## src/rtl/rr_mux_arb8.sv

```systemverilog
// Round-robin arbiter for eight requesters feeding one shared 8-to-1 data mux.
// One word is captured per grant and held in the output register until the consumer takes it.
module rr_mux_arb8 #(
    parameter int W = 2
) (
    input  logic         clk,
    input  logic         rst,
    input  logic [7:0]   req,
    input  logic [W-1:0] i0,
    input  logic [W-1:0] i1,
    input  logic [W-1:0] i2,
    input  logic [W-1:0] i3,
    input  logic [W-1:0] i4,
    input  logic [W-1:0] i5,
    input  logic [W-1:0] i6,
    input  logic [W-1:0] i7,
    output logic [7:0]   gnt,
    output logic [2:0]   s,
    output logic [W-1:0] o,
    output logic         o_valid,
    input  logic         o_ready,
    output logic         state_dbg
);

    // Output handshake: o is transferred on any rising edge where o_valid and
    // o_ready are both high; o, s and o_valid hold steady until that edge.

    typedef enum logic {
        IDLE = 1'b0,
        HOLD = 1'b1
    } state_t;

    state_t         state;
    logic [2:0]     ptr;
    logic [2:0]     winner;
    logic [2:0]     idx;
    logic           found;
    logic [W-1:0]   din [8];

    assign din[0] = i0;
    assign din[1] = i1;
    assign din[2] = i2;
    assign din[3] = i3;
    assign din[4] = i4;
    assign din[5] = i5;
    assign din[6] = i6;
    assign din[7] = i7;

    assign state_dbg = state;

    // Scan req starting at ptr; the 3-bit add wraps 7 back to 0.
    always_comb begin
        winner = ptr;
        found  = 1'b0;
        idx    = '0;
        for (int k = 0; k < 8; k++) begin
            idx = ptr + 3'(k);
            if (!found && req[idx]) begin
                winner = idx;
                found  = 1'b1;
            end
        end
    end

    always_ff @(posedge clk or posedge rst) begin
        if (rst) begin
            state   <= IDLE;
            ptr     <= '0;
            s       <= '0;
            o       <= '0;
            o_valid <= 1'b0;
            gnt     <= '0;
        end else begin
            case (state)
                IDLE: begin
                    if (found) begin
                        s       <= winner;
                        o       <= din[winner];
                        o_valid <= 1'b1;
                        gnt     <= 8'(1) << winner;
                        state   <= HOLD;
                    end else begin
                        o_valid <= 1'b0;
                        gnt     <= '0;
                    end
                end
                HOLD: begin
                    gnt <= '0;
                    // Priority only advances once the word has actually been taken.
                    if (o_ready) begin
                        o_valid <= 1'b0;
                        ptr     <= s + 3'd1;
                        state   <= IDLE;
                    end
                end
                default: state <= IDLE;
            endcase
        end
    end

endmodule

```

## config.mk

```make
export PLATFORM = sky130hd
export DESIGN_NAME = rr_mux_arb8
export DESIGN_NICKNAME = d
export VERILOG_FILES = /design/src/rtl/rr_mux_arb8.sv
export SDC_FILE = /design/constraint.sdc
export NUM_CORES = 1
export LEC_CHECK = 0
export ABC_AREA = 0
export BUFFER_PORTS_ARGS = -buffer_cell sky130_fd_sc_hd__buf_2
export CORE_UTILIZATION = 45
export CTS_BUF_LIST = sky130_fd_sc_hd__clkbuf_4
export CTS_CLUSTER_SIZE = 24
export DETAILED_ROUTE_END_ITERATION = 8
export PLACE_DENSITY = 0.68
export SYNTH_ARGS = -nofsm -noshare
export SYNTH_HDL_FRONTEND = slang
export SYNTH_SLANG_ARGS = --single-unit
export TNS_END_PERCENT = 10
```

## constraint.sdc

```tcl
create_clock -name clk -period 11.8 [get_ports clk]
set_input_delay 1.18 -clock clk [delete_from_list [all_inputs] [get_ports clk]]
set_output_delay 1.18 -clock clk [all_outputs]
set_load 0.02 [all_outputs]
```

# --- Yosys cells after proc, flatten, opt, wreduce, memory -nomap -nowiden ---
# Index checks and enable logic that the tools add are counted.
word_totals:
  regBits: 18
  latch_bits: 0
  ramBits: 0
  romBits: 0
  in_bits: 27
  output_inout_bits: 15
  elab_cells: 84
  memories: 0
classes:
  addsub: 8
  multipliers: 0
  div_mod_pow: 0
  order_cmp: 9
  n_eq_ne: 1
  shifts: 1
  muxes: 41
  n_bitwise: 2
  reduce_logical: 16
ops:
  columns: ["op", "count"]
  rows:
  - ["3-bit by 4-bit less-than comparator with 1-bit output, second input constant", 8]
  - ["1-bit binary-select mux with 3-bit select", 8]
  - ["3-bit two-way mux", 7]
  - ["1-bit two-way mux", 19]
  - ["8-bit case mux with 2 select lines", 1]
  - ["3-bit adder, second input constant", 4]
  - ["8-bit two-way mux", 1]
  - ["1-bit by 3-bit << shifter with 8-bit output, first input constant", 1]
  - ["1-bit logical AND", 7]
  - ["1-bit logical NOT", 7]
  - ["3-bit by 1-bit adder with 3-bit output, second input constant", 2]
  - ["3-bit by 2-bit adder with 3-bit output, second input constant", 2]
  - ["2-bit binary-select mux with 3-bit select", 1]
  - ["4-bit greater-or-equal comparator, second input constant", 1]
  - ["2-bit two-way mux", 2]
  - ["3-bit inverter with 4-bit output", 1]
  - ["1-bit case mux with 2 select lines", 2]
  - ["2-bit AND reduction", 2]
  - ["2-bit inequality test, second input constant", 1]
  - ["1-bit inverter", 1]

# --- Logic depth before layout (Yosys ltp) ---
# Gate-level depths: netlist (run 1).
depth:
  depth_word: 28
  ltp_mapped: 14

# --- Worst setup path after synthesis (run 1) ---
# No wires, ideal clock.
synth_timing:
  path_kind: "reg-to-reg"
  from: "reg ptr[0]"
  to: "reg o[0]"
  setup_time_ns: 0.086
  arrival_time_ns: 3.901
  t_required_ns: 11.714
  path_slack_ns: 7.813
  path_stages_with_launch: 15
  path_buffers: 4
  synth_period_minus_slack_ns: 3.987
  cell_sequence: "dfrtp_1 > buf_6 > buf_2 > buf_1 > inv_1 > ha_1 > buf_2 > mux4_2 > mux2i_1 > a22o_2 > nand2_1 > a211o_1 > nand2_4 > mux4_2 > o221ai_2"
synth_between:
  elab_chain_len: 28
  word_cells_on_any_way: 57
  cone_classes: "add/sub (7); mux (34); bitwise (1); reduce/logical (15)"
synth_rtl:
  columns: ["element", "line", "text"]
  rows:
  - ["from (decl)", "34", "logic [2:0] ptr;"]
  - ["from (signal assigned)", "92", "ptr <= s + 3'd1;"]
  - ["branches (longest 28 deep; another with 3-bit by 1-bit adder with 3-bit output)", null, null]
  - ["to (signal assigned)", "78", "o <= din[winner];"]
  - ["to (decl)", "19", "output logic [W-1:0] o,"]
# Several ways; the timed one is not identified. The select of a mux whose other input is x is not followed.
# A chain may end at the register's enable or synchronous reset.

# --- Worst setup path in the final report (run 1) ---
layout_timing:
  from: "reg ptr[1]"
  to: "reg o[0]"
# The elaborated chain is that of the path after synthesis.

==> results of run 1 <==
routing by layer:
layer	routed length (um)	share of wire (%)	global-route usage, %	vias up
met2	2225	48	34.28	50
met3	165	3.5	2.027	11
met5	0	0	0	-
li1	-	-	-	883
met4	102	2.2	9.043	0
met1	2187	47	33.44	882
area by class of cell:
cell class                      count  area share [%]
Multi-Input combinational cell    170           64.54
Tap cell                           50           2.851
Clock buffer                        3           1.026
Sequential cell                    18           20.52
Timing Repair Buffer               42           9.692
Clock inverter                      1          0.1710
Inverter                            7           1.197
cells by family after synthesis:
| kind of cell | Yosys count | synth area share (%) |
|---|---|---|
| AND/OR/NAND/NOR | 71 | 17.81 |
| multiplexers | 38 | 28.52 |
| flip-flops | 18 | 23.23 |
| XOR/XNOR | 6 | 2.710 |
| AO/OA/AOI/OAI | 52 | 22.06 |
| adder cells (fa/ha/maj) | 3 | 1.936 |
| buffers and inverters | 16 | 3.742 |
metrics by stage:
stage	hold WS (ns)	utilization (%)	setup slack [ns]	cell area, sq um	cells
2_1_floorplan	0.6008	-	7.813	1939	204
3_3_place_gp	0.4924	53.44	7.890	2168	287
3_5_place_dp	0.4961	53.44	7.767	2168	287
4_1_cts	0.5200	54.09	7.748	2195	291
5_1_grt	0.5443	54.09	7.437	2195	291
6_report	0.5187	54.09	7.736	2195	291
final timing paths:
| kind | start | end | slack, ns |
|---|---|---|---|
| worst min-delay path | o[0] | o[0] | 0.52 |
| worst max-delay path | ptr[1] | o[0] | 7.74 |
| worst min register to register | o[0] | o[0] | 0.52 |
| max in group asynchronous | rst | s[2] | 10.42 |
| worst max register to register | ptr[1] | o[0] | 7.74 |
| min in group asynchronous | rst | ptr[0] | 0.95 |
cell usage after synthesis (2+ instances only):
library cell  count  area [sq um]
a2111oi_0         4         35.03
mux4_2            6         135.1
and2_1            5         31.28
o22ai_1           2         12.51
inv_1             6         22.52
a31oi_1           4         25.02
a221oi_1          4         35.03
nor3_1            4         20.02
o211ai_1          5         37.54
nand2b_1          2         12.51
mux2i_1          17         170.2
clkbuf_1          2         7.510
o31ai_1           2         15.01
xor2_1            2         17.52
nor4_1            2         12.51
a211oi_1          3         22.52
buf_1             2         7.510
buf_2             4         20.02
nor2_1           11         41.29
xnor2_1           4         35.03
a22oi_1           3         22.52
dfrtp_1          18         450.4
a21oi_1           2         10.01
ha_1              3         37.54
nand3_1           6         30.03
o21ai_0           5         25.02
mux2_2            9         101.4
nor2b_1           6         37.54
nand2_1          27         101.4
mux4_1            5         131.4
nand4_1           3         18.77
worst max-delay path: cells and delay by family, from the launching register on:
family / cells / cell delay, ns
buffers and inverters: 1 / 0.31
AOI/OAI and AO/OA: 3 / 0.82
muxes: 3 / 1.43
and+or+nand+nor: 2 / 0.24
DFF: 1 / 0.64
adders and majority gates: 1 / 0.56
sequential cells by signal, summed over array words and instances (netlist names):
name       count
state_dbg      1
ptr            3
s              3
o              2
gnt            8
o_valid        1
==> results.md, run 1 <==
- Outcome: finished, final reports clean
- Relative slew slack: a little over 50%
- Warnings, synthesis: 0
- Core ar.: around 4000 sq um
- Starting density of the core: 47.80%
- DR WL/cell: 16.08 um
- Setup repair bufs after CTS: 0
- Hold Violations, Final: 0
- Hold Path Depth: 2
- Max Cap Viol: 0
- Crit path DAT: around 4.3 ns
- Main flop type after synthesis: dfrtp_1
- Root Buffer: clkbuf_4
- Endpoint class of the critical path: register
- H-tree depth: 1
- Drt first pass iters: 5
- PortBufs: 41
- Fin crit period: 4.064 ns
- Synth Cell Area: 1939 sq um
- FF+latch area: approximately 450 sq um
- Clk buf depth: 2
- ANT cells: 0
- Initial antenna violation count: 0
- Setup CP Type: reg2reg
- Most common cell on crit path: mux4_2
- Fraction of layout cells with a size suffix above 1: 29.05%
- First-pass GRT wire length: 7859 um
- CP max-delay cell: dfrtp_1
- CTS hold repair buffers: 0
- CTS tree: yes
- Clk Latency, worst-skew pair: 0.30 ns
- Vias in the first global route: 1649
- Filler cells: roughly 380
- Clock Skew: approximately 0.010 ns
- Max-slew violations: 0
- HP Class: reg2reg
- Yosys reg bits: 18
- Global Route Usage Sum: 22.85%
- Die area: roughly 4600 sq um
- # DRC: 0
- Register area share after synthesis: 23.23%
- Critical path peak fanout: 13
- Highest cell delay on the worst timing path: 0.64 ns
- # clock sinks: 18
- CP Data Required Time: 12.02 ns
- Detail Route Antenna Nets: 0
- Tcrit/Tclk final: 34.44%
- Largest net degree at the start of global routing: 39
- Syn_nets: around 230
- Startpoint Class: register
- Fraction of registers with async set/reset: 100.0%
- R2R depth: 10
- Cells along the critical path: clkinv_1 > ha_1 > mux4_2 > mux2i_1 > a22o_2 > nand2_1 > a211o_1 > nand2_4 > mux4_2 > o221ai_2
- Initial DRC count: 142
- Commonest cells after routing, fill and taps aside: 41 x buf_2, 27 x nand2_1, 18 x dfrtp_1
- Routability cong.: about 0.9
- Synthesized area per cell: 9.507 sq um
- RSZ-0062 raised after global routing: no
- Remaining global-route overflow: 0
- Post-Synthesis Cells: ~200
- Area Growth Syn to Fin: 13.16%
- Clock Pin Slew Worst Setup and Hold Paths: 0.10 ns
- Chip width: 67.65 um
- Via density: 6.275
- Site Rows: 23
- Die H: 67.65 um
- Most common cell after layout, fill and taps aside: buf_2
- Cell variety after synth: 57
- Nets: roughly 270
- Total CTS buffers: 3
- Post-CTS Resized: 0
- Final setup viols: 0
- Drt total wl: 4680 um
- DP HPWL: ~3600 um
- I/O pin total: between 40 and 50
- Multi-input gate area: approximately 1400 sq um
- Final TNS setup: 0 ns
- Worst-margin pin slew: 0.7407 ns
- Via Count: between 1500 and 2000
- Achievable Freq: 246.1 MHz
- Post-synth EDFFs: 0
Power of run 1 is left out: the tool's default activity adds up to more than one toggle a clock period on the data nets, which glitch-free logic cannot reach.
==> inputs of run 2 (changes only) <==
Clock period 11.8 ns to 4.2 ns, I/O delays scaled along.
==> run 2 against run 1 <==
Sequential cell count is the same. First-iteration DRC count shrank 9.2%. Final cell count grew 1.0%. Core utilization grew 0.56 points. Clock-buffer cell count is the same. Hold slack lost 0.32 ns. Register-to-register slack lost 7.1 ns. Setup slack lost 7.1 ns. Cell area grew 1.0%. Critical path depth is the same. Clock skew shrank 0.0049 ns. Critical path type unchanged.
==> results.md, run 2 (synthesis gave the netlist of run 1 again) <==
- Achievable Freq: 277.4 MHz (+13%)
- Area Growth Syn to Fin: 14.32%
- Most common cell after layout, fill and taps aside: buf_2
- Reg2reg end: o[0]
- CP Data Required Time: 4.41 ns (-7.61 ns)
- Initial antenna violation count: 0 (unchanged)
- Max-slew violations: 0 (unchanged)
- Worst-margin pin slew: 0.6560 ns (-0.08471 ns)
- # DRC: 0 (unchanged)
- H-tree depth: 1 (unchanged)
- DP HPWL: 3753 um (+2.9%)
- Final setup viols: 0 (unchanged)
- Outcome: finished, final reports clean
- CTS tree: yes
- Relative slew slack: 56.22% (+5.6 points)
- Worst r2r src: ptr[1]
- Routability cong.: 0.9117 (+3.7%)
- Global Route Usage Sum: 21.67% (-1.2 points)
- Setup slack, reg-to-reg: 0.60 ns (-7.14 ns)
- Starting density of the core: 47.80% (unchanged)
- R2R depth: 10 (unchanged)
- Largest net degree at the start of global routing: 22 (-44%)
- Max Cap Viol: 0 (unchanged)
- Total CTS buffers: 3 (unchanged)
- Biggest regs: gnt: 8 flops, ptr: 3 flops, s: 3 flops
- Drt total wl: 4773 um (+2.0%)
- Nets: 275 (+1.1%)
- Clk Latency, worst-skew pair: 0.29 ns (about the same)
- Startpoint Class: register
- First-pass GRT wire length: 7514 um (-4.4%)
- Hold Violations, Final: 0 (unchanged)
- Met2 routed WL: 2300 um (+3.4%)
- HP Class: in2async
- ANT cells: 0 (unchanged)
- Root Buffer: clkbuf_4
- Fraction of layout cells with a size suffix above 1: 29.92% (+0.87 points)
- Setup repair bufs after CTS: 0 (unchanged)
- Fin crit period: 3.604 ns (-0.4598 ns)
- Crit. Startpoint: ptr[1]
- PortBufs: 41 (unchanged)
- Via Count: 1834 (+0.44%)
- Detail Route Antenna Nets: 0 (unchanged)
- Metal3 WL: 283 um (+72%)
- DR WL/cell: 16.23 um (+0.95%)
- Max Used Layer: met4
- RSZ-0062 raised after global routing: no
- Tcrit/Tclk final: 85.82% (+51 points)
- Drt first pass iters: 4 (-1)
- Critical path peak fanout: 10 (-3)
- Crit path DAT: 3.82 ns (-0.47 ns)
- Core ar.: 4058 sq um (unchanged)
- Die H: 67.65 um (unchanged)
- Clock Pin Slew Worst Setup and Hold Paths: 0.10 ns (about the same)
- Remaining global-route overflow: 0 (unchanged)
- Die area: 4577 sq um (unchanged)
- Commonest cells after routing, fill and taps aside: 41 x buf_2, 27 x nand2_1, 18 x dfrtp_1
- Largest Register: gnt
- CTS hold repair buffers: 0 (unchanged)
- Clock Skew: 0.005221 ns (-0.004861 ns)
- # clock sinks: 18 (unchanged)
- Site Rows: 23 (unchanged)
- Chip width: 67.65 um (unchanged)
- Via density: 6.238 (-0.59%)
- Vias in the first global route: 1630 (-1.2%)
- Max reg flops: 8 (unchanged)
- Clk buf depth: 2 (unchanged)
- Endpoint class of the critical path: register
- Met1 WL: 2099 um (-4.0%)
- Final TNS setup: 0 ns (unchanged)
- Initial DRC count: 129 (-9.2%)
- Post-CTS Resized: 0 (unchanged)
- I/O pin total: 42 (unchanged)
- Setup CP Type: reg2reg
==> run 2: cell type report <==
type,instances,area [sq um]
Clock buffer,3,22.52
Clock inverter,1,3.754
Fill cell,371,1841
Inverter,7,26.28
Multi-Input combinational cell,170,1416
Sequential cell,18,450.4
Tap cell,50,62.56
Timing Repair Buffer,45,235.2
==> run 2: worst max path at each step <==
stage           end
2_1_floorplan  o[0]
3_3_place_gp   o[0]
3_5_place_dp   o[0]
4_1_cts        o[0]
5_1_grt        o[0]
6_report       o[0]
==> run 2: metal layers <==
metal	vias up	track usage, %
met4	0	6.649
met5	-	0
met3	12	2.027
li1	884	-
met2	70	34.65
met1	868	30.63
==> run 2: stage by stage <==
stage	hold WS (ns)	instance area [sq um]	std cells	setup slack, ns	util [%]
final	0.2032	2217	294	0.5956	54.64
after global placement	0.4881	2191	290	0.7519	53.99
after global routing	0.2605	2217	294	0.3863	54.64
after floorplan	0.3586	1939	204	0.2130	-
after CTS	0.2248	2217	294	0.6128	54.64
after detailed placement	0.4950	2191	290	0.6359	53.99
==> run 2: critical path: stages (launching register included) <==
cell	delay [ns]
dfrtp_1	0.36
clkinv_1	0.19
ha_1	0.53
mux4_2	0.64
mux2i_1	0.28
a22o_2	0.30
nand2_1	0.11
a211o_1	0.35
nand2_4	0.11
mux4_2	0.50
o221ai_2	0.16
Power of run 2 is left out for the same reason.
==> inputs of run 3 (changes only) <==
Settings changed: ABC_AREA 0 to 1, PLACE_DENSITY 0.68 to 0.7.
==> run 3 against run 2 <==
First-iteration DRC count up 16%. Sequential cell count is the same. Cell area shrank 16%. Clock skew shrank 0.0020 ns. Critical path type unchanged.
==> results.md, run 3 <==
- Max reg flops: 8 (unchanged)
- Worst-margin pin slew: 0.6566 ns (+0.0005666 ns)
- Top cells by area, synth: dfrtp_1 28%, nand2_1 26%, nand3_1 15%, nor2_1 3.7%, nand4_4 2.6%
- Highest cell delay on the worst timing path: 0.57 ns (-0.07 ns)
- Chip width: 61.98 um (-8.4%)
- Detail Route Antenna Nets: 0 (unchanged)
- Main combinational cell family by area after synthesis: simple AND/OR/NAND/NOR gates
- Setup repair bufs after CTS: 0 (unchanged)
- Final setup viols: 0 (unchanged)
- # clock sinks: 18 (unchanged)
- Post-synth EDFFs: 0 (unchanged)
- Post-CTS Resized: 0 (unchanged)
- Hold Violations, Final: 0 (unchanged)
- I/O pin total: 42 (unchanged)
- Simple-gate area share of the yosys netlist: 54.33% (+37 points)
- Clock Pin Slew Worst Setup and Hold Paths: 0.10 ns (about the same)
- Main flop type after synthesis: dfrtp_1
- Post-Synthesis Cells: 253 (+24%)
- Routability cong.: 0.9071 (-0.50%)
- Starting density of the core: 47.77% (about the same)
- Most frequent cell after synthesis: nand2_1
- # DRC: 0 (unchanged)
- Synth Area in Adders: 2.318% (+0.38 points)
- Clk buf depth: 2 (unchanged)
- CTS hold repair buffers: 0 (unchanged)
- Via density: 5.015 (-20%)
- Warnings, synthesis: 0 (unchanged)
- Startpoint Class: register
- Critical path peak fanout: 13 (+3)
- Drt first pass iters: 4 (unchanged)
- Vias in the first global route: 1492 (-8.5%)
- Post-synthesis compound-gate area fraction: 5.873% (-16 points)
- Core ar.: 3390 sq um (-16%)
- Outcome: finished, final reports clean
- Die area: 3842 sq um (-16%)
- CP Data Required Time: 4.42 ns (about the same)
- DR WL/cell: 11.49 um (-29%)
- Initial DRC count: 149 (+16%)
- ANT cells: 0 (unchanged)
- Xor/xnor share of the synthesized area: 3.091% (+0.38 points)
- RSZ-0062 raised after global routing: no
- Root Buffer: clkbuf_4
- Met1 Usage GRT: 28.15% (-2.5 points)
- Fin crit period: 3.115 ns (-0.4892 ns)
- Drt total wl: 3906 um (-18%)
- Area Growth Syn to Fin: 15.46%
- Total CTS buffers: 3 (unchanged)
- Synthesized area per cell: 6.399 sq um (-33%)
- Clk Latency, worst-skew pair: 0.29 ns (about the same)
- Fraction of layout cells with a size suffix above 1: 23.81% (-6.1 points)
- CTS tree: yes
- Largest Register: gnt
- Setup CP Type: reg2reg
- Achievable Freq: 321.0 MHz (+16%)
- Synth top cells by count: 111 x nand2_1, 49 x nand3_1, 18 x dfrtp_1
- Commonest cells after routing, fill and taps aside: 111 x nand2_1, 49 x nand3_1, 41 x buf_2
- Cells along the critical path: inv_2 > ha_1 > inv_2 > nand3_1 > nand3_1 > nand2_2 > nor2_4 > nand4_4 > nor2_4 > nand2_1 > nor2_1 > nor2_1 > nand2_1 > nand2_1 > nor2_2 > inv_1 > nor2_1
- Relative slew slack: 56.18% (about the same)
- CP top delay family: simple AND/OR/NAND/NOR gates
- Nets: 325 (+18%)
- Fraction of registers with async set/reset: 100.0% (unchanged)
- Syn_nets: 283 (+21%)
- Cell variety after synth: 27 (-53%)
- Clock Skew: 0.003236 ns (-0.001985 ns)
- Met3 usage: 3.313% (+1.3 points)
- DP HPWL: 3269 um (-13%)
- Max Cap Viol: 0 (unchanged)
- WP buf/inv: 3 (+2)
- Endpoint class of the critical path: register
- Busiest grt layer: met2
- Multiplexer area fraction after synthesis: 0% (-29 points)
- First-pass GRT wire length: 6348 um (-16%)
- HP Class: in2async
- Most common cell after layout, fill and taps aside: nand2_1
- Biggest regs: gnt: 8 flops, ptr: 3 flops, s: 3 flops
- Yosys reg bits: 18 (unchanged)
- Site Rows: 21 (-8.7%)
- Register area share after synthesis: 27.82% (+4.6 points)
- Yosys top cell area share: 27.82% (+4.6 points)
- Largest net degree at the start of global routing: 19 (-14%)
- Met2 capacity usage during global routing: 39.36% (+4.7 points)
- Remaining global-route overflow: 0 (unchanged)
- Global Route Usage Sum: 22.15% (+0.49 points)
- Dominant cell type by area after synthesis: dfrtp_1
- Max-slew violations: 0 (unchanged)
- PortBufs: 41 (unchanged)
- Initial antenna violation count: 0 (unchanged)
- Final TNS setup: 0 ns (unchanged)
- Synth Cell Area: 1619 sq um (-17%)
- Tcrit/Tclk final: 74.17% (-12 points)
- H-tree depth: 1 (unchanged)
- CP max-delay cell: dfrtp_1
- Crit path DAT: 3.34 ns (-0.48 ns)
- Die H: 61.98 um (-8.4%)
- Via Count: 1705 (-7.0%)
==> run 3: changes by cell type after synthesis, moves of 7 or more <==
cell	before	now
mux2_2	9	0
inv_2	0	7
nand3_1	6	49
mux2i_1	17	0
nand2_1	27	111
==> run 3: kinds of logic after synthesis <==
| group | Yosys count |
|---|---|
| compound gates | 15 |
| buf+inv | 22 |
| flops | 18 |
| xor+xnor | 4 |
| fa+ha+maj | 3 |
| simple gates | 191 |
==> run 3: path summary, 6_finish.rpt <==
| path | start | end | slack, ns | cells after the start |
|---|---|---|---|---|
| worst min register to register | o_valid | o_valid | 0.52 | 1 |
| max in group asynchronous | rst | gnt[2] | 3.58 | 2 |
| min in group clk | o_ready | state_dbg | 0.33 | 2 |
| worst min-delay path | rst | ptr[1] | 0.20 | 2 |
| worst max-delay path | ptr[0] | gnt[0] | 1.08 | 17 |
| worst max register to register | ptr[0] | gnt[0] | 1.08 | 17 |
==> run 3: cell type report <==
class	instances	area [sq um]
clock buffer	3	22.52
clock inverter	1	3.754
fill	336	1520
inverter	18	67.56
multi-input combinational	213	1062
sequential	18	450.4
tap	46	57.56
timing repair buffer	41	205.2
==> run 3: per-layer routing <==
| metal | up-vias | wire (um) |
|---|---|---|
| met5 | - | 0 |
| met4 | 0 | 73 |
| met3 | 8 | 161 |
| met2 | 60 | 1874 |
| met1 | 738 | 1796 |
| li1 | 899 | - |
==> run 3: per-stage QoR <==
stage               utilization [%]  cell area, sq um  hold slack, ns  instances  setup slack [ns]
detailed placement            54.37              1843          0.4995        336             1.126
global route                  55.15              1869          0.2641        340            0.7300
finish                        55.15              1869          0.1989        340             1.085
global placement              54.37              1843          0.5036        336             1.183
CTS                           55.15              1869          0.2058        340             1.120
floorplan                         -              1619          0.3586        253             1.630
Power of run 3 is left out for the same reason.
